--- config.mk ---
export PLATFORM = sky130hd
export DESIGN_NAME = div_ctrl
export DESIGN_NICKNAME = d
export VERILOG_FILES = /design/src/rtl/div_ctrl.sv
export SDC_FILE = /design/constraint.sdc
export NUM_CORES = 1
export LEC_CHECK = 0
export BUFFER_PORTS_ARGS = -buffer_cell sky130_fd_sc_hd__buf_2
export CELL_PAD_IN_SITES_DETAIL_PLACEMENT = 2
export CELL_PAD_IN_SITES_GLOBAL_PLACEMENT = 2
export CORE_MARGIN = 8
export CORE_UTILIZATION = 36
export CTS_CLUSTER_SIZE = 24
export DETAILED_ROUTE_END_ITERATION = 6
export GPL_TIMING_DRIVEN = 0
export PLACE_DENSITY_LB_ADDON = 0.1
export SLEW_MARGIN = 20
export SYNTH_ARGS = -nofsm -noshare
export SYNTH_HDL_FRONTEND = slang
export SYNTH_SLANG_ARGS = --single-unit
export TNS_END_PERCENT = 50
--- constraint.sdc ---
create_clock -name clk -period 7.1 [get_ports clk]
set_input_delay 1.42 -clock clk [delete_from_list [all_inputs] [get_ports clk]]
set_output_delay 1.42 -clock clk [all_outputs]
set_load 0.01 [all_outputs]
--- src/rtl/div_ctrl.sv ---
`timescale 1ns/1ps
// Radix-2 restoring divide sequencer for DIV/DIVU; returns {remainder, quotient}.
// Latency: WIDTH+1 cycles from accepted start to ready_o (2 cycles for divide-by-zero).
// Backpressure: stallreq_o holds the pipeline until ready_o; result held in END while start_i stays high.
module div_ctrl #(
    parameter int WIDTH = 32
) (
    input  logic               clk,
    input  logic               rst,
    input  logic               start_i,
    input  logic               signed_div_i,
    input  logic [WIDTH-1:0]   opdata1_i,
    input  logic [WIDTH-1:0]   opdata2_i,
    input  logic               annul_i,
    output logic [2*WIDTH-1:0] result_o,
    output logic               ready_o,
    output logic               stallreq_o
);

    localparam int CW = $clog2(WIDTH) + 1;
    localparam logic [CW-1:0] LAST_ITER = CW'(WIDTH - 1);

    typedef enum logic [1:0] {
        S_IDLE,
        S_BY_ZERO,
        S_ON,
        S_END
    } state_t;

    state_t           state;
    state_t           state_nxt;
    logic [CW-1:0]    cnt;
    logic [WIDTH-1:0] divisor_q;
    logic [WIDTH-1:0] rem_q;
    // Dividend bits shift out of the top while quotient bits fill in from the bottom.
    logic [WIDTH-1:0] dvd_q;
    logic             neg_quot_q;
    logic             neg_rem_q;

    logic             op1_neg;
    logic             op2_neg;
    logic [WIDTH-1:0] mag1;
    logic [WIDTH-1:0] mag2;
    logic             accept;

    logic [WIDTH:0]   trial;
    logic [WIDTH:0]   diff;
    logic             take;
    logic [WIDTH-1:0] rem_nxt;
    logic [WIDTH-1:0] quot_nxt;
    logic [WIDTH-1:0] rem_fix;
    logic [WIDTH-1:0] quot_fix;

    assign stallreq_o = start_i & ~ready_o & ~annul_i;

    assign accept  = start_i & ~annul_i;
    assign op1_neg = signed_div_i & opdata1_i[WIDTH-1];
    assign op2_neg = signed_div_i & opdata2_i[WIDTH-1];
    assign mag1    = op1_neg ? -opdata1_i : opdata1_i;
    assign mag2    = op2_neg ? -opdata2_i : opdata2_i;

    // The partial remainder is always below the divisor, so the shifted trial value
    // needs one extra bit and a borrow out of that bit means "does not fit".
    always_comb begin
        trial    = {rem_q, dvd_q[WIDTH-1]};
        diff     = trial - {1'b0, divisor_q};
        take     = ~diff[WIDTH];
        rem_nxt  = take ? diff[WIDTH-1:0] : trial[WIDTH-1:0];
        quot_nxt = {dvd_q[WIDTH-2:0], take};
        rem_fix  = neg_rem_q  ? -rem_nxt  : rem_nxt;
        quot_fix = neg_quot_q ? -quot_nxt : quot_nxt;
    end

    always_ff @(posedge clk or negedge rst) begin
        if (!rst) begin
            state <= S_IDLE;
        end else begin
            state <= state_nxt;
        end
    end

    always_comb begin
        state_nxt = state;
        unique case (state)
            S_IDLE: begin
                if (accept) begin
                    state_nxt = (opdata2_i == '0) ? S_BY_ZERO : S_ON;
                end
            end
            S_BY_ZERO: begin
                state_nxt = S_END;
            end
            S_ON: begin
                if (annul_i) begin
                    state_nxt = S_IDLE;
                end else if (cnt == LAST_ITER) begin
                    state_nxt = S_END;
                end
            end
            S_END: begin
                if (annul_i || !start_i) begin
                    state_nxt = S_IDLE;
                end
            end
            default: begin
                state_nxt = S_IDLE;
            end
        endcase
    end

    always_ff @(posedge clk or negedge rst) begin
        if (!rst) begin
            cnt        <= '0;
            divisor_q  <= '0;
            rem_q      <= '0;
            dvd_q      <= '0;
            neg_quot_q <= 1'b0;
            neg_rem_q  <= 1'b0;
            result_o   <= '0;
            ready_o    <= 1'b0;
        end else begin
            unique case (state)
                S_IDLE: begin
                    result_o <= '0;
                    ready_o  <= 1'b0;
                    if (accept) begin
                        cnt        <= '0;
                        rem_q      <= '0;
                        divisor_q  <= mag2;
                        dvd_q      <= mag1;
                        neg_quot_q <= op1_neg ^ op2_neg;
                        neg_rem_q  <= op1_neg;
                    end
                end
                S_BY_ZERO: begin
                    rem_q <= '0;
                    dvd_q <= '0;
                end
                S_ON: begin
                    if (!annul_i) begin
                        cnt <= cnt + 1'b1;
                        // Sign fix-up is folded into the last iteration so END only copies out.
                        if (cnt == LAST_ITER) begin
                            rem_q <= rem_fix;
                            dvd_q <= quot_fix;
                        end else begin
                            rem_q <= rem_nxt;
                            dvd_q <= quot_nxt;
                        end
                    end
                end
                S_END: begin
                    if (annul_i || !start_i) begin
                        result_o <= '0;
                        ready_o  <= 1'b0;
                    end else begin
                        result_o <= {rem_q, dvd_q};
                        ready_o  <= 1'b1;
                    end
                end
                default: begin
                    result_o <= '0;
                    ready_o  <= 1'b0;
                end
            endcase
        end
    end

endmodule

Word-level counts from Yosys, hierarchy flattened. Index checks and enable logic that the tools add are counted.

Muxes and demuxes: 26. Reduce and logical (&&, ||, !) cells: 11. Bitwise logic cells: 9. Equal/unequal tests: 8. Add/subtract/negate cells: 6.

Operator list (number): 2-to-1 mux 32 bit (11); case mux 32 bit (3 select lines) (2); negator 32 bit (4); case mux 64 bit (2 select lines) (1); 2-to-1 mux 64 bit (1); subtractor 33 x 32 -> 33 bit (1); zero test 32 bit (1); 2-to-1 mux 6 bit (2); case mux 6 bit (2 select lines) (1); 2-to-1 mux 2 bit (5); AND reduction 3 bit (3); case mux 2 bit (4 select lines) (1); adder 6 x 1 -> 6 bit, second input constant (1); equality test 6 x 5 -> 1 bit, second input constant (1); inequality test 2 bit, second input constant (3); AND 1 bit (5); equality test 2 bit, second input constant (2); nonzero test 2 bit (2); inequality test 3 bit, second input constant (1); NOT 1 bit (3); nonzero test 3 bit (1); equality test 2 x 1 -> 1 bit, second input constant (1); zero test 2 bit (1); case mux 1 bit (2 select lines) (1); 5 further kinds (5).

Input port bits: 69. Logic and storage cells: 69. Output and inout port bits: 66. Register bits: 171.

Logic depth before layout (Yosys ltp). Gate-level depths: netlist (run 1).

Depth after elaboration: 7. Gate-level depth with buffers: 24. Depth with buffers taken out: 21.

Worst setup path before layout (run 1). OpenSTA, ideal clock, no wires.

Kind: register to register. Start: register dvd_q[31]. End: register rem_q[30]. Setup time: 0.121 ns. Clock period less this slack: 4.881 ns. Stages on the path, launching flop included: 24. Path buffers: 2. Data required time: 6.979 ns. Arrival time: 4.760 ns. Path slack: 2.219 ns. Cell sequence: dfrtp_1 > inv_1 > ha_1 > fa_1 > nor2b_1 > o31a_1 > o21ai_2 > a2111oi_4 > o21a_1 > nor2_4 > inv_2 > clkbuf_1 > buf_1 > nor2_1 > a21oi_1 > ha_1 > nand2_1 > or4_1 > inv_1 > a41oi_1 > nor3_2 > a21oi_1 > xor2_1 > a22o_1.

Cells in the longest elaborated chain, start to end: 7.

RTL lines: from (decl) (RTL line 36) `logic [WIDTH-1:0] dvd_q;`; from (signal assigned) (RTL line 130) `dvd_q <= mag1;`; from (signal assigned) (RTL line 145) `dvd_q <= quot_fix;`; from (signal assigned) (RTL line 148) `dvd_q <= quot_nxt;`; subtractor 33 x 32 -> 33 bit (RTL line 66) `diff = trial - {1'b0, divisor_q};`; 2-to-1 mux 32 bit (*) (RTL line 68) `rem_nxt = take ? diff[WIDTH-1:0] : trial[WIDTH-1:0];`; negator 32 bit (RTL line 70) `rem_fix = neg_rem_q ? -rem_nxt : rem_nxt;`; 2-to-1 mux 32 bit (RTL line 70); 2-to-1 mux 32 bit (*) (RTL line 143) `if (cnt == LAST_ITER) begin`; 2-to-1 mux 32 bit (*) (RTL line 140) `if (!annul_i) begin`; case mux 32 bit (3 select lines) (*) (RTL line 122) `unique case (state)`; to (signal assigned) (RTL line 144) `rem_q <= rem_fix;`; to (signal assigned) (RTL line 147) `rem_q <= rem_nxt;`; to (decl) (RTL line 34) `logic [WIDTH-1:0] rem_q;`.

Every way passes the cells marked *; elsewhere a longest branch is shown, timed or not. The select of a mux whose other input is x is not followed. A chain may end at the register's enable or synchronous reset.

Final worst setup path (run 1). Same ends and word-level chain as after synthesis.

==> metrics.json, run 1 <==
{
  "cells_and_area": {
    "postLayoutCellArea_um2": 13940,
    "design.final.nets": 1692,
    "share_of_cells_above_drive_strength_1_pct": 12.70,
    "antenna_cells_inserted": 0,
    "final_cells": 2039,
    "final_core_util_pct": 41.87,
    "area_grow_syn2layout_pct": 15.31,
    "n_fill_cell": 3803
  },
  "routing": {
    "routed-via-count": 11782,
    "detail_route.first_pass.iterations": 5,
    "average_vias_per_placed_instance": 5.778,
    "routed_wl_mm": 48.21,
    "routed-wl-met3_mm": 1.688,
    "wl_met2_mm": 22.92,
    "ant_nets": 0,
    "wl_met1_mm": 22.50,
    "routed.top_layer": "met4",
    "first_drt_iteration_drcs": 548,
    "routedWlPerCell_um": 23.64,
    "route.detailed.drc": 0
  },
  "placement": {
    "placedCellCount": 2009,
    "place.gp.congestion": 0.8725,
    "port-buffer-count": 134,
    "detailed_place_hpwl_mm": 38.46,
    "place_area_um2": 13380
  },
  "power_and_ir_drop": {
    "power_density_over_cell_area_nw_per_um2": 329.8,
    "worst_ir_drop_vdd_v": 0.0001919,
    "power.total_mw": 4.597,
    "power.leakage_nw": 6.322
  },
  "grt": {
    "first_pass_grt_wire_length_mm": 75.39,
    "grt_use_total_pct": 24.50,
    "first_global_vias": 13013,
    "grt_max_degree": 72,
    "number_of_antenna_violations_at_the_first_check_in_global_routing": 0,
    "grt_overflow_total": 0
  },
  "synth": {
    "synthesis.nets": 1537,
    "yosysUniqueCellTypes": 76,
    "synth_seq_area_share_pct": 35.41,
    "postSynth.asyncResetShare_pct": 100.0,
    "synth_top_area_cell": "sky130_fd_sc_hd__dfrtp_1",
    "dominantRegCellSynth": "sky130_fd_sc_hd__dfrtp_1",
    "avgSynthCellArea_um2": 8.481,
    "count_of_state_elements_after_synthesis": 171,
    "yosysMostFrequentCell": "sky130_fd_sc_hd__dfrtp_1",
    "synthCells": 1425,
    "ys_warn_count": 0,
    "yosys-top-cells-area": "sky130_fd_sc_hd__dfrtp_1, sky130_fd_sc_hd__a22o_1, sky130_fd_sc_hd__xor2_1, sky130_fd_sc_hd__nand2_1, sky130_fd_sc_hd__o21ai_0",
    "yosys.area.top_type_share_pct": 35.41,
    "synthesis.area_um2": 12090,
    "synth_top_cells_by_count": "sky130_fd_sc_hd__dfrtp_1, sky130_fd_sc_hd__nand2_1, sky130_fd_sc_hd__o21ai_0",
    "synth-edff-count": 0
  },
  "critical_path": {
    "cp-start-kind": "register",
    "biggest_fanout_along_the_worst_timing_path": 10,
    "worst-endpoint-required_ps": 7440,
    "timing_worst_setup_path_type": "reg -> reg",
    "endpoint_kind": "register",
    "critPathArrivalTime_ps": 6980
  },
  "sta": {
    "final.period_utilization_pct": 93.46,
    "timing.fmax_mhz": 150.7,
    "skew_ps": 18.93,
    "final_hold_viol_count": 0,
    "setup_total_negative_slack_ps": 0,
    "timing.max_slew.rel_slack_pct": 23.51,
    "rsz0062_at_grt": "false",
    "finalMaxSlewViolations": 0,
    "finalCriticalPeriod_ps": 6635,
    "setup_viol_count_final": 0,
    "worst_pin_slew_ps": 1135
  },
  "clock_tree": {
    "clock_sinks": 171,
    "cts.path.max_buffers": 2,
    "cts.reportedPaths.clkPinSlew_ps": 70,
    "h_tree_level_count": 4,
    "clkLatencyLatePin_ps": 460,
    "cts_tree": "done",
    "post_cts.repair.setup_buffers": 0,
    "cts_inserted_buffers": 17,
    "clock-root-buffer": "sky130_fd_sc_hd__clkbuf_16",
    "post_cts_hold_buffer_count": 0
  },
  "die": {
    "placement_rows": 67,
    "core_area_um2": 33280,
    "die_area_um2": 39690,
    "fp.dieW_um": 199.2,
    "io_pins": 135,
    "chipHeight_um": 199.2,
    "floorplan.initialDensity_pct": 36.31
  },
  "run": {
    "maxCapViolCount": 0
  },
  "run_status": {
    "run_status": "finished, final reports clean"
  },
  "worst_hold_path": {
    "hold_path.class": "reg -> reg"
  }
}
cell families (layout without fill, tap and decap cells):
| kind of cell | count (synthesis) | after routing | synth area share [%] |
|---|---|---|---|
| compound gates | 485 | 485 | 26.95 |
| xor+xnor | 141 | 141 | 10.22 |
| fa+ha+maj | 43 | 43 | 4.514 |
| buf+inv | 138 | 304 | 4.514 |
| flops | 171 | 171 | 35.41 |
| mux | 22 | 22 | 1.843 |
| simple gates | 425 | 425 | 16.55 |
layout by cell type (no fill, tap or decap), drive strengths merged, types with 5 or more instances in the layout:
cell type / instances
dfrtp: 171
nand2: 168
buf: 157
o21ai: 134
a21oi: 117
nor2: 105
a22o: 89
xor2: 76
clkbuf: 73
inv: 66
xnor2: 65
ha: 42
o31ai: 25
nor3: 25
or3: 23
nand3: 22
mux2i: 20
a31oi: 16
nor4: 14
a211oi: 12
a21o: 11
o211ai: 10
nand4: 9
and2: 9
or4: 8
a2bb2oi: 8
o41ai: 7
o31a: 6
o21a: 6
nand2b: 6
and3: 6
nand3b: 6
nor3b: 6
a32o: 6
a21boi: 5
o21bai: 5
clkinv: 5
report_power, final:
group	internal [mW]	switching [mW]	total, mW
registers	1.18	0.225	1.40
logic	0.691	1.58	2.27
clock network	0.500	0.423	0.923
layout make-up:
type	instances	area, um2	share of cell area (%)
multi-input combinational	1116	7261	52.10
sequential	171	4279	30.71
timing repair buffer	136	735.7	5.279
tap	448	560.5	4.022
clock buffer	21	460.4	3.304
buffer	73	302.8	2.173
inverter	65	244.0	1.751
clock inverter	9	92.59	0.6644
critical path: stages (launching register included):
cell	delay, ps
sky130_fd_sc_hd__dfrtp_1	460
sky130_fd_sc_hd__inv_1	120
sky130_fd_sc_hd__ha_1	210
sky130_fd_sc_hd__fa_1	400
sky130_fd_sc_hd__nor2b_1	210
sky130_fd_sc_hd__o31a_1	340
sky130_fd_sc_hd__o21ai_2	190
sky130_fd_sc_hd__a2111oi_4	420
sky130_fd_sc_hd__o21a_1	280
sky130_fd_sc_hd__nor2_4	90
sky130_fd_sc_hd__inv_2	200
sky130_fd_sc_hd__clkbuf_1	530
sky130_fd_sc_hd__buf_1	480
sky130_fd_sc_hd__nor2_1	90
sky130_fd_sc_hd__a21oi_1	190
sky130_fd_sc_hd__ha_1	350
sky130_fd_sc_hd__and3_1	240
sky130_fd_sc_hd__nand2_1	80
sky130_fd_sc_hd__a2111oi_0	480
sky130_fd_sc_hd__a41oi_1	190
sky130_fd_sc_hd__nor3_2	370
sky130_fd_sc_hd__a21oi_1	150
sky130_fd_sc_hd__xor2_1	200
sky130_fd_sc_hd__a22o_1	240
per-layer routing:
layer  track usage [%]  vias up
met3             3.351       62
li1                  -     5485
met2             40.59      205
met1             32.72     6030
met5                 0        -
met4             7.631        0
repair_timing:
| item | 4_1_cts | 5_1_grt |
|---|---|---|
| endpoints found under the hold margin | 0 | 0 |
| setup endpoints to repair | 0 | 1 |
| resized for setup | 0 | 1 |
final timing paths:
path / startpoint / endpoint / slack, ps / depth (start not counted)
min reg2reg: divisor_q[14]$_DFFE_PN0P_ / divisor_q[14]$_DFFE_PN0P_ / 480 / 2
min: divisor_q[14]$_DFFE_PN0P_ / divisor_q[14]$_DFFE_PN0P_ / 480 / 2
min in group asynchronous: rst / rem_q[14]$_DFFE_PN0P_ / 860 / 1
max: dvd_q[31]$_DFFE_PN0P_ / rem_q[30]$_DFFE_PN0P_ / 460 / 23
max reg2reg: dvd_q[31]$_DFFE_PN0P_ / rem_q[30]$_DFFE_PN0P_ / 460 / 23
max in group asynchronous: rst / dvd_q[19]$_DFFE_PN0P_ / 5540 / 2
registers in the layout (all words and copies together), names as in the netlist:
| register | flops |
|---|---|
| dvd_q | 32 |
| ready_o | 1 |
| divisor_q | 32 |
| cnt | 6 |
| rem_q | 32 |
| neg_quot_q | 1 |
| neg_rem_q | 1 |
| state | 2 |
| result_o | 64 |
metrics by stage:
stage | hold WS (ps) | setup WS, ps
global route | 521.7 | 52.05
global placement | 463.5 | 689.0
finish | 481.3 | 464.5
floorplan | 449.8 | 2219
CTS | 490.2 | 400.8
detailed placement | 476.2 | 475.1
Note: power is estimated with default switching activity, not from simulation.
==> run 2: changes to the inputs <==
- RECOVER_POWER: not set -> 50
==> metrics.json, run 2 (synthesized netlist as in run 1, its figures left out) <==
{
  "critical_path": {
    "critical_path.cell_chain": "inv_1, ha_1, fa_1, nor2b_1, o31a_1, o21ai_2, a2111oi_4, o21a_1, nor2_4, inv_2, clkbuf_1, buf_1, nor2_1, a21oi_1, ha_1, and3_1, nand2_1, a2111oi_0, a41oi_1, nor3_2, a21oi_1, xor2_1, a22o_1",
    "delay_of_the_slowest_cell_on_the_worst_path": {"value": 530, "unit": "ps", "change": "about the same"},
    "biggest_fanout_along_the_worst_timing_path": {"value": 10, "change": "unchanged"},
    "endpoint_kind": "register",
    "critical-path-slowest-cell": "sky130_fd_sc_hd__clkbuf_1",
    "cp-start-kind": "register",
    "worst-endpoint-required": {"value": 7440, "unit": "ps", "change": "about the same"},
    "timing_worst_setup_path_type": "reg -> reg",
    "critPathArrivalTime": {"value": 6960, "unit": "ps", "change": "-20 ps"}
  },
  "placement": {
    "detailed_place_hpwl": {"value": 38.46, "unit": "mm", "change": "unchanged"},
    "port-buffer-count": {"value": 134, "change": "unchanged"},
    "place_area": {"value": 13380, "unit": "um2", "change": "unchanged"},
    "place.gp.congestion": {"value": 0.8725, "change": "unchanged"}
  },
  "power_and_ir_drop": {
    "power_density_over_cell_area": {"value": 331.8, "unit": "nW/um2", "change": "+0.59%"},
    "worst_ir_drop_vdd": {"value": 0.0001929, "unit": "V", "change": "+0.48%"},
    "power.total": {"value": 4.596, "unit": "mW", "change": "about the same"},
    "power.leakage": {"value": 6.187, "unit": "nW", "change": "-2.1%"}
  },
  "clock_tree": {
    "post_cts_hold_buffer_count": {"value": 0, "change": "unchanged"},
    "cts.reportedPaths.clkPinSlew": {"value": 70, "unit": "ps", "change": "about the same"},
    "h_tree_level_count": {"value": 4, "change": "unchanged"},
    "cts_inserted_buffers": {"value": 17, "change": "unchanged"},
    "cts_tree": "done",
    "clock_sinks": {"value": 171, "change": "unchanged"},
    "clkLatencyLatePin": {"value": 460, "unit": "ps", "change": "about the same"},
    "clock-root-buffer": "sky130_fd_sc_hd__clkbuf_16",
    "cts.path.max_buffers": {"value": 2, "change": "unchanged"}
  },
  "sta": {
    "timing.max_slew.rel_slack": {"value": -118.3, "unit": "%", "change": "-140 points"},
    "setup_viol_count_final": {"value": 0, "change": "unchanged"},
    "finalCriticalPeriod": {"value": 6620, "unit": "ps", "change": "-15.96 ps"},
    "worst_pin_slew": {"value": 3274, "unit": "ps", "change": "+2139 ps"},
    "hold_ws": {"value": 481.3, "unit": "ps", "change": "+0.01000 ps"},
    "skew": {"value": 16.12, "unit": "ps", "change": "-2.806 ps"},
    "setup_total_negative_slack": {"value": 0, "unit": "ps", "change": "unchanged"},
    "timing.fmax": {"value": 151.1, "unit": "MHz", "change": "+0.24%"},
    "rsz0062_at_grt": "false",
    "finalMaxSlewViolations": {"value": 176, "change": "+176"},
    "final_hold_viol_count": {"value": 0, "change": "unchanged"},
    "final.period_utilization": {"value": 93.23, "unit": "%", "change": "-0.22 points"}
  },
  "routing": {
    "routed_wl": {"value": 48.23, "unit": "mm", "change": "about the same"},
    "average_vias_per_placed_instance": {"value": 5.767, "change": "-0.20%"},
    "route.detailed.drc": {"value": 0, "change": "unchanged"},
    "detail_route.first_pass.iterations": {"value": 4, "change": "-1"},
    "routed-via-count": {"value": 11758, "change": "-0.20%"},
    "ant_nets": {"value": 0, "change": "unchanged"},
    "routedWlPerCell": {"value": 23.65, "unit": "um", "change": "about the same"},
    "first_drt_iteration_drcs": {"value": 524, "change": "-4.4%"}
  },
  "grt": {
    "first_global_vias": {"value": 13013, "change": "unchanged"},
    "number_of_antenna_violations_at_the_first_check_in_global_routing": {"value": 0, "change": "unchanged"},
    "first_pass_grt_wire_length": {"value": 75.39, "unit": "mm", "change": "unchanged"},
    "grt_max_degree": {"value": 72, "change": "unchanged"},
    "grt_overflow_total": {"value": 0, "change": "unchanged"},
    "grt_use_total": {"value": 24.50, "unit": "%", "change": "unchanged"}
  },
  "cells_and_area": {
    "largest_reg_flops": {"value": 64, "change": "unchanged"},
    "area_grow_syn2layout_pct": 14.62,
    "design.final.nets": {"value": 1692, "change": "unchanged"},
    "mostFrequentLayoutCell": "sky130_fd_sc_hd__dfrtp_1",
    "share_of_cells_above_drive_strength_1": {"value": 10.81, "unit": "%", "change": "-1.9 points"},
    "antenna_cells_inserted": {"value": 0, "change": "unchanged"},
    "max_flop_register": "result_o",
    "final_core_util": {"value": 41.62, "unit": "%", "change": "-0.25 points"},
    "postLayoutCellArea": {"value": 13850, "unit": "um2", "change": "-0.60%"},
    "layout_common_cells": "sky130_fd_sc_hd__dfrtp_1, sky130_fd_sc_hd__nand2_1, sky130_fd_sc_hd__o21ai_0"
  },
  "run_status": {
    "violations": "capacitance limit, slew limit",
    "run_status": "finished with violations"
  },
  "die": {
    "placement_rows": {"value": 67, "change": "unchanged"},
    "io_pins": {"value": 135, "change": "unchanged"},
    "chipHeight": {"value": 199.2, "unit": "um", "change": "unchanged"},
    "floorplan.initialDensity": {"value": 36.31, "unit": "%", "change": "unchanged"},
    "die_area": {"value": 39690, "unit": "um2", "change": "unchanged"},
    "core_area": {"value": 33280, "unit": "um2", "change": "unchanged"},
    "fp.dieW": {"value": 199.2, "unit": "um", "change": "unchanged"}
  },
  "run": {
    "maxCapViolCount": {"value": 3, "change": "+3"}
  },
  "worst_hold_path": {
    "hold_path.class": "reg -> reg"
  }
}
run 2: cell types whose count changed in the layout (fill, tap and decap cells not counted):
cell                             previous run  this run
sky130_fd_sc_hd__buf_16                     2         0
sky130_fd_sc_hd__dlymetal6s4s_1             0         1
sky130_fd_sc_hd__buf_2                    143       116
sky130_fd_sc_hd__buf_8                      1         0
sky130_fd_sc_hd__clkbuf_1                  53        82
run 2: through the flow:
| stage | cells | setup slack [ps] |
|---|---|---|
| 3_3_place_gp | 2007 | 689.0 |
| 4_1_cts | 2039 | 400.8 |
| 5_1_grt | 2039 | 52.05 |
| 6_report | 2039 | 480.5 |
| 3_5_place_dp | 2009 | 475.1 |
| 2_1_floorplan | 1425 | 2219 |
run 2: critical path: cells and delay by family (launching register included):
| family | cells | cell delay, ps |
|---|---|---|
| xor gates and xnor gates | 1 | 200 |
| DFF | 1 | 470 |
| and+or+nand+nor | 6 | 1070 |
| AOI/OAI and AO/OA | 9 | 2470 |
| buffers and inverters | 4 | 1340 |
| adders and majority gates | 3 | 950 |
run 2: final timing paths:
kind,endpoint,slack (ps),cells after the start,from
min,divisor_q[14]$_DFFE_PN0P_,480,2,divisor_q[14]$_DFFE_PN0P_
max reg2reg,rem_q[30]$_DFFE_PN0P_,480,23,dvd_q[31]$_DFFE_PN0P_
max,rem_q[30]$_DFFE_PN0P_,480,23,dvd_q[31]$_DFFE_PN0P_
min in group asynchronous,result_o[47]$_DFFE_PN0P_,1700,1,rst
min reg2reg,divisor_q[14]$_DFFE_PN0P_,480,2,divisor_q[14]$_DFFE_PN0P_
max in group asynchronous,dvd_q[30]$_DFFE_PN0P_,1180,2,rst
run 2: layout make-up:
| class | instances | area [um2] |
|---|---|---|
| fill | 3816 | 19430 |
| multi-input combinational | 1116 | 7261 |
| sequential | 171 | 4279 |
| timing repair buffer | 136 | 651.9 |
| tap | 448 | 560.5 |
| clock buffer | 21 | 460.4 |
| buffer | 73 | 302.8 |
| inverter | 65 | 244.0 |
| clock inverter | 9 | 92.59 |
run 2: where the power goes:
part	switching (mW)	internal, mW
Sequential	0.226	1.18
Combinational	1.58	0.685
Clock	0.423	0.500
Total	2.23	2.36
run 2: what timing repair did:
action	CTS	global route
resized for setup	0	1
setup endpoints to repair	0	1
setup buffers	0	0
run 2: layer usage:
metal,GRT usage [%],wire length [um],vias up,share of wire [%]
met5,0,0,-,0
met4,7.631,1088,0,2.3
met3,3.351,1604,60,3.3
met2,40.59,22890,206,47
met1,32.72,22650,6017,47
li1,-,-,5475,-
==> run 3: changes to the inputs <==
- CORE_MARGIN: 8 -> 2
- CORE_UTILIZATION: 36 -> 39
- clock period: 7.1 -> 8.43 ns (I/O delays scaled with it)
==> metrics.json, run 3 (synthesized netlist as in run 1, its figures left out) <==
{
  "grt": {
    "first_global_vias": {"value": 13098, "change": "+0.65%"},
    "first_pass_grt_wire_length": {"value": 75.64, "unit": "mm", "change": "+0.34%"},
    "grt_max_degree": {"value": 90, "change": "+25%"},
    "grt_use_total": {"value": 29.56, "unit": "%", "change": "+5.1 points"},
    "grt_overflow_total": {"value": 0, "change": "unchanged"},
    "number_of_antenna_violations_at_the_first_check_in_global_routing": {"value": 0, "change": "unchanged"}
  },
  "routing": {
    "ant_nets": {"value": 0, "change": "unchanged"},
    "average_vias_per_placed_instance": {"value": 5.986, "change": "+3.8%"},
    "first_drt_iteration_drcs": {"value": 641, "change": "+22%"},
    "route.detailed.drc": {"value": 0, "change": "unchanged"},
    "routed-via-count": {"value": 11901, "change": "+1.2%"},
    "routed_wl": {"value": 47.33, "unit": "mm", "change": "-1.9%"},
    "routedWlPerCell": {"value": 23.81, "unit": "um", "change": "+0.66%"},
    "detail_route.first_pass.iterations": {"value": 5, "change": "+1"}
  },
  "critical_path": {
    "r2r.worst_path.cells": {"value": 23, "change": "unchanged"},
    "timing_worst_setup_path_type": "reg -> reg",
    "critical-path-slowest-cell": "sky130_fd_sc_hd__buf_1",
    "critical_path.cell_chain": "inv_1, ha_1, fa_1, nor2b_1, o31a_1, o21ai_2, a2111oi_4, o21a_1, nor2_4, inv_2, clkbuf_1, buf_1, nor2_1, a21oi_1, ha_1, nand2_1, or4_1, inv_1, a41oi_1, nor3_2, a21oi_1, xor2_1, a22o_1",
    "r2r-start": "dvd_q[31]$_DFFE_PN0P_",
    "critPathLaunch": "dvd_q[31]$_DFFE_PN0P_",
    "cp-start-kind": "register",
    "endpoint_kind": "register",
    "delay_of_the_slowest_cell_on_the_worst_path": {"value": 510, "unit": "ps", "change": "-20 ps"},
    "timing.critical_path.to": "rem_q[30]$_DFFE_PN0P_",
    "reg2reg_to": "rem_q[30]$_DFFE_PN0P_",
    "r2r_slack": {"value": 1780, "unit": "ps", "change": "+1300 ps"},
    "biggest_fanout_along_the_worst_timing_path": {"value": 10, "change": "unchanged"},
    "critPathArrivalTime": {"value": 7000, "unit": "ps", "change": "+40 ps"},
    "worst-endpoint-required": {"value": 8770, "unit": "ps", "change": "+1330 ps"}
  },
  "worst_hold_path": {
    "hold_path.class": "reg -> reg",
    "hp-start": "divisor_q[24]$_DFFE_PN0P_"
  },
  "sta": {
    "timing.max_slew.rel_slack": {"value": -214.5, "unit": "%", "change": "-96 points"},
    "final.period_utilization": {"value": 78.91, "unit": "%", "change": "-14 points"},
    "final_hold_viol_count": {"value": 0, "change": "unchanged"},
    "setup_total_negative_slack": {"value": 0, "unit": "ps", "change": "unchanged"},
    "finalMaxSlewViolations": {"value": 83, "change": "-53%"},
    "finalCriticalPeriod": {"value": 6652, "unit": "ps", "change": "+32.87 ps"},
    "rsz0062_at_grt": "false",
    "timing.fmax": {"value": 150.3, "unit": "MHz", "change": "-0.49%"},
    "skew": {"value": 19.06, "unit": "ps", "change": "+2.945 ps"},
    "worst_pin_slew": {"value": 4717, "unit": "ps", "change": "+1443 ps"},
    "hold_ws": {"value": 479.5, "unit": "ps", "change": "-1.852 ps"},
    "setup_viol_count_final": {"value": 0, "change": "unchanged"}
  },
  "clock_tree": {
    "clock-root-buffer": "sky130_fd_sc_hd__clkbuf_16",
    "post_cts_hold_buffer_count": {"value": 0, "change": "unchanged"},
    "cts.reportedPaths.clkPinSlew": {"value": 70, "unit": "ps", "change": "about the same"},
    "clkLatencyLatePin": {"value": 460, "unit": "ps", "change": "about the same"},
    "clock_sinks": {"value": 171, "change": "unchanged"},
    "h_tree_level_count": {"value": 4, "change": "unchanged"},
    "post_cts.repair.setup_buffers": {"value": 0, "change": "unchanged"},
    "cts_tree": "done",
    "cts_inserted_buffers": {"value": 17, "change": "unchanged"},
    "cts.path.max_buffers": {"value": 2, "change": "unchanged"},
    "post_cts_resized": {"value": 0, "change": "unchanged"}
  },
  "run_status": {
    "violations": "capacitance limit, slew limit",
    "run_status": "finished with violations"
  },
  "power_and_ir_drop": {
    "worst_ir_drop_vdd": {"value": 0.0001532, "unit": "V", "change": "-21%"},
    "power.leakage": {"value": 6.180, "unit": "nW", "change": "-0.12%"},
    "cell_internal_pwr": {"value": 1.969, "unit": "mW", "change": "-17%"},
    "netSwitchingPower": {"value": 1.912, "unit": "mW", "change": "-14%"},
    "power_density_over_cell_area": {"value": 281.4, "unit": "nW/um2", "change": "-15%"},
    "power_frac_comb": {"value": 49.9, "unit": "%", "change": "+0.5 points"},
    "power_frac_seq": {"value": 30.2, "unit": "%", "change": "-0.4 points"},
    "switching_share": {"value": 49.27, "unit": "%", "change": "+0.70 points"},
    "p_clk_share": {"value": 19.8, "unit": "%", "change": "-0.3 points"}
  },
  "die": {
    "core_area": {"value": 30590, "unit": "um2", "change": "-8.1%"},
    "chipHeight": {"value": 180.0, "unit": "um", "change": "-9.6%"},
    "floorplan.initialDensity": {"value": 39.51, "unit": "%", "change": "+3.2 points"},
    "io_pins": {"value": 135, "change": "unchanged"},
    "die_area": {"value": 32410, "unit": "um2", "change": "-18%"},
    "fp.dieW": {"value": 180.0, "unit": "um", "change": "-9.6%"},
    "placement_rows": {"value": 64, "change": "-4.5%"}
  },
  "cells_and_area": {
    "design.final.nets": {"value": 1691, "change": "-0.059%"},
    "share_of_cells_above_drive_strength_1": {"value": 10.93, "unit": "%", "change": "+0.12 points"},
    "area_grow_syn2layout_pct": 14.12,
    "antenna_cells_inserted": {"value": 0, "change": "unchanged"},
    "final_cells": {"value": 1988, "change": "-2.5%"},
    "mostFrequentLayoutCell": "sky130_fd_sc_hd__dfrtp_1",
    "max_flop_register": "result_o",
    "largest_reg_flops": {"value": 64, "change": "unchanged"},
    "layout_common_cells": "sky130_fd_sc_hd__dfrtp_1, sky130_fd_sc_hd__nand2_1, sky130_fd_sc_hd__o21ai_0"
  },
  "run": {
    "maxCapViolCount": {"value": 1, "change": "-2"}
  },
  "placement": {
    "place.gp.congestion": {"value": 0.8568, "change": "-1.8%"},
    "placedCellCount": {"value": 1956, "change": "-2.6%"},
    "detailed_place_hpwl": {"value": 36.82, "unit": "mm", "change": "-4.3%"},
    "port-buffer-count": {"value": 134, "change": "unchanged"}
  }
}
## run 3: final cells by class
type                       count  area (um2)
fill                        3521       16800
multi-input combinational   1116        7261
sequential                   171        4279
timing repair buffer         135       663.1
tap                          396       495.5
clock buffer                  21       460.4
buffer                        73       301.5
inverter                      65       244.0
clock inverter                11       87.58
## run 3: how the worst min path moves through the flow
stage                     cells after the start                   endpoint  slack, ps
after global routing                          2  divisor_q[24]$_DFFE_PN0P_        510
final                                         2  divisor_q[24]$_DFFE_PN0P_        480
after detailed placement                      2  divisor_q[24]$_DFFE_PN0P_        470
after floorplan                               2  divisor_q[10]$_DFFE_PN0P_        450
after CTS                                     2  divisor_q[24]$_DFFE_PN0P_        490
after global placement                        2   divisor_q[3]$_DFFE_PN0P_        460
## run 3: layer usage
| metal | global-route usage (%) | share of wire (%) | vias up |
|---|---|---|---|
| met1 | 39.83 | 47 | 6141 |
| met4 | 9.774 | 2.8 | 0 |
| met3 | 4.103 | 3.3 | 72 |
| met5 | 0 | 0 | - |
| li1 | - | - | 5465 |
| met2 | 49.06 | 47 | 223 |
## run 3: metrics by stage
| stage | setup slack (ps) | total power, mW | util, % | area [um2] |
|---|---|---|---|---|
| after CTS | 1831 | 3.886 | 45.23 | 13840 |
| final | 1778 | 3.881 | 45.09 | 13790 |
| after detailed placement | 1892 | 3.089 | 43.44 | 13290 |
| after floorplan | 3549 | 2.381 | - | 12090 |
| after global placement | 2044 | 2.984 | 43.32 | 13250 |
| after global routing | 1329 | 4.155 | 45.09 | 13790 |
## run 3: power by group through the flow
stage                     Combinational [mW]  Clock [mW]  Sequential (mW)
final                                   1.94       0.770             1.17
after global placement                  1.81           0             1.17
after global routing                    2.15       0.808             1.20
after detailed placement                1.91           0             1.18
after floorplan                         1.25           0             1.13
after CTS                               1.93       0.784             1.17
## run 3: critical path, delay by kind of cell (launching register included)
family	cells	cell delay [ps]
AND/OR/NAND/NOR	6	1370
AO/OA/AOI/OAI	8	2130
adder cells (fa/ha/maj)	3	980
XOR/XNOR	1	210
flip-flops	1	440
buffers and inverters	5	1400
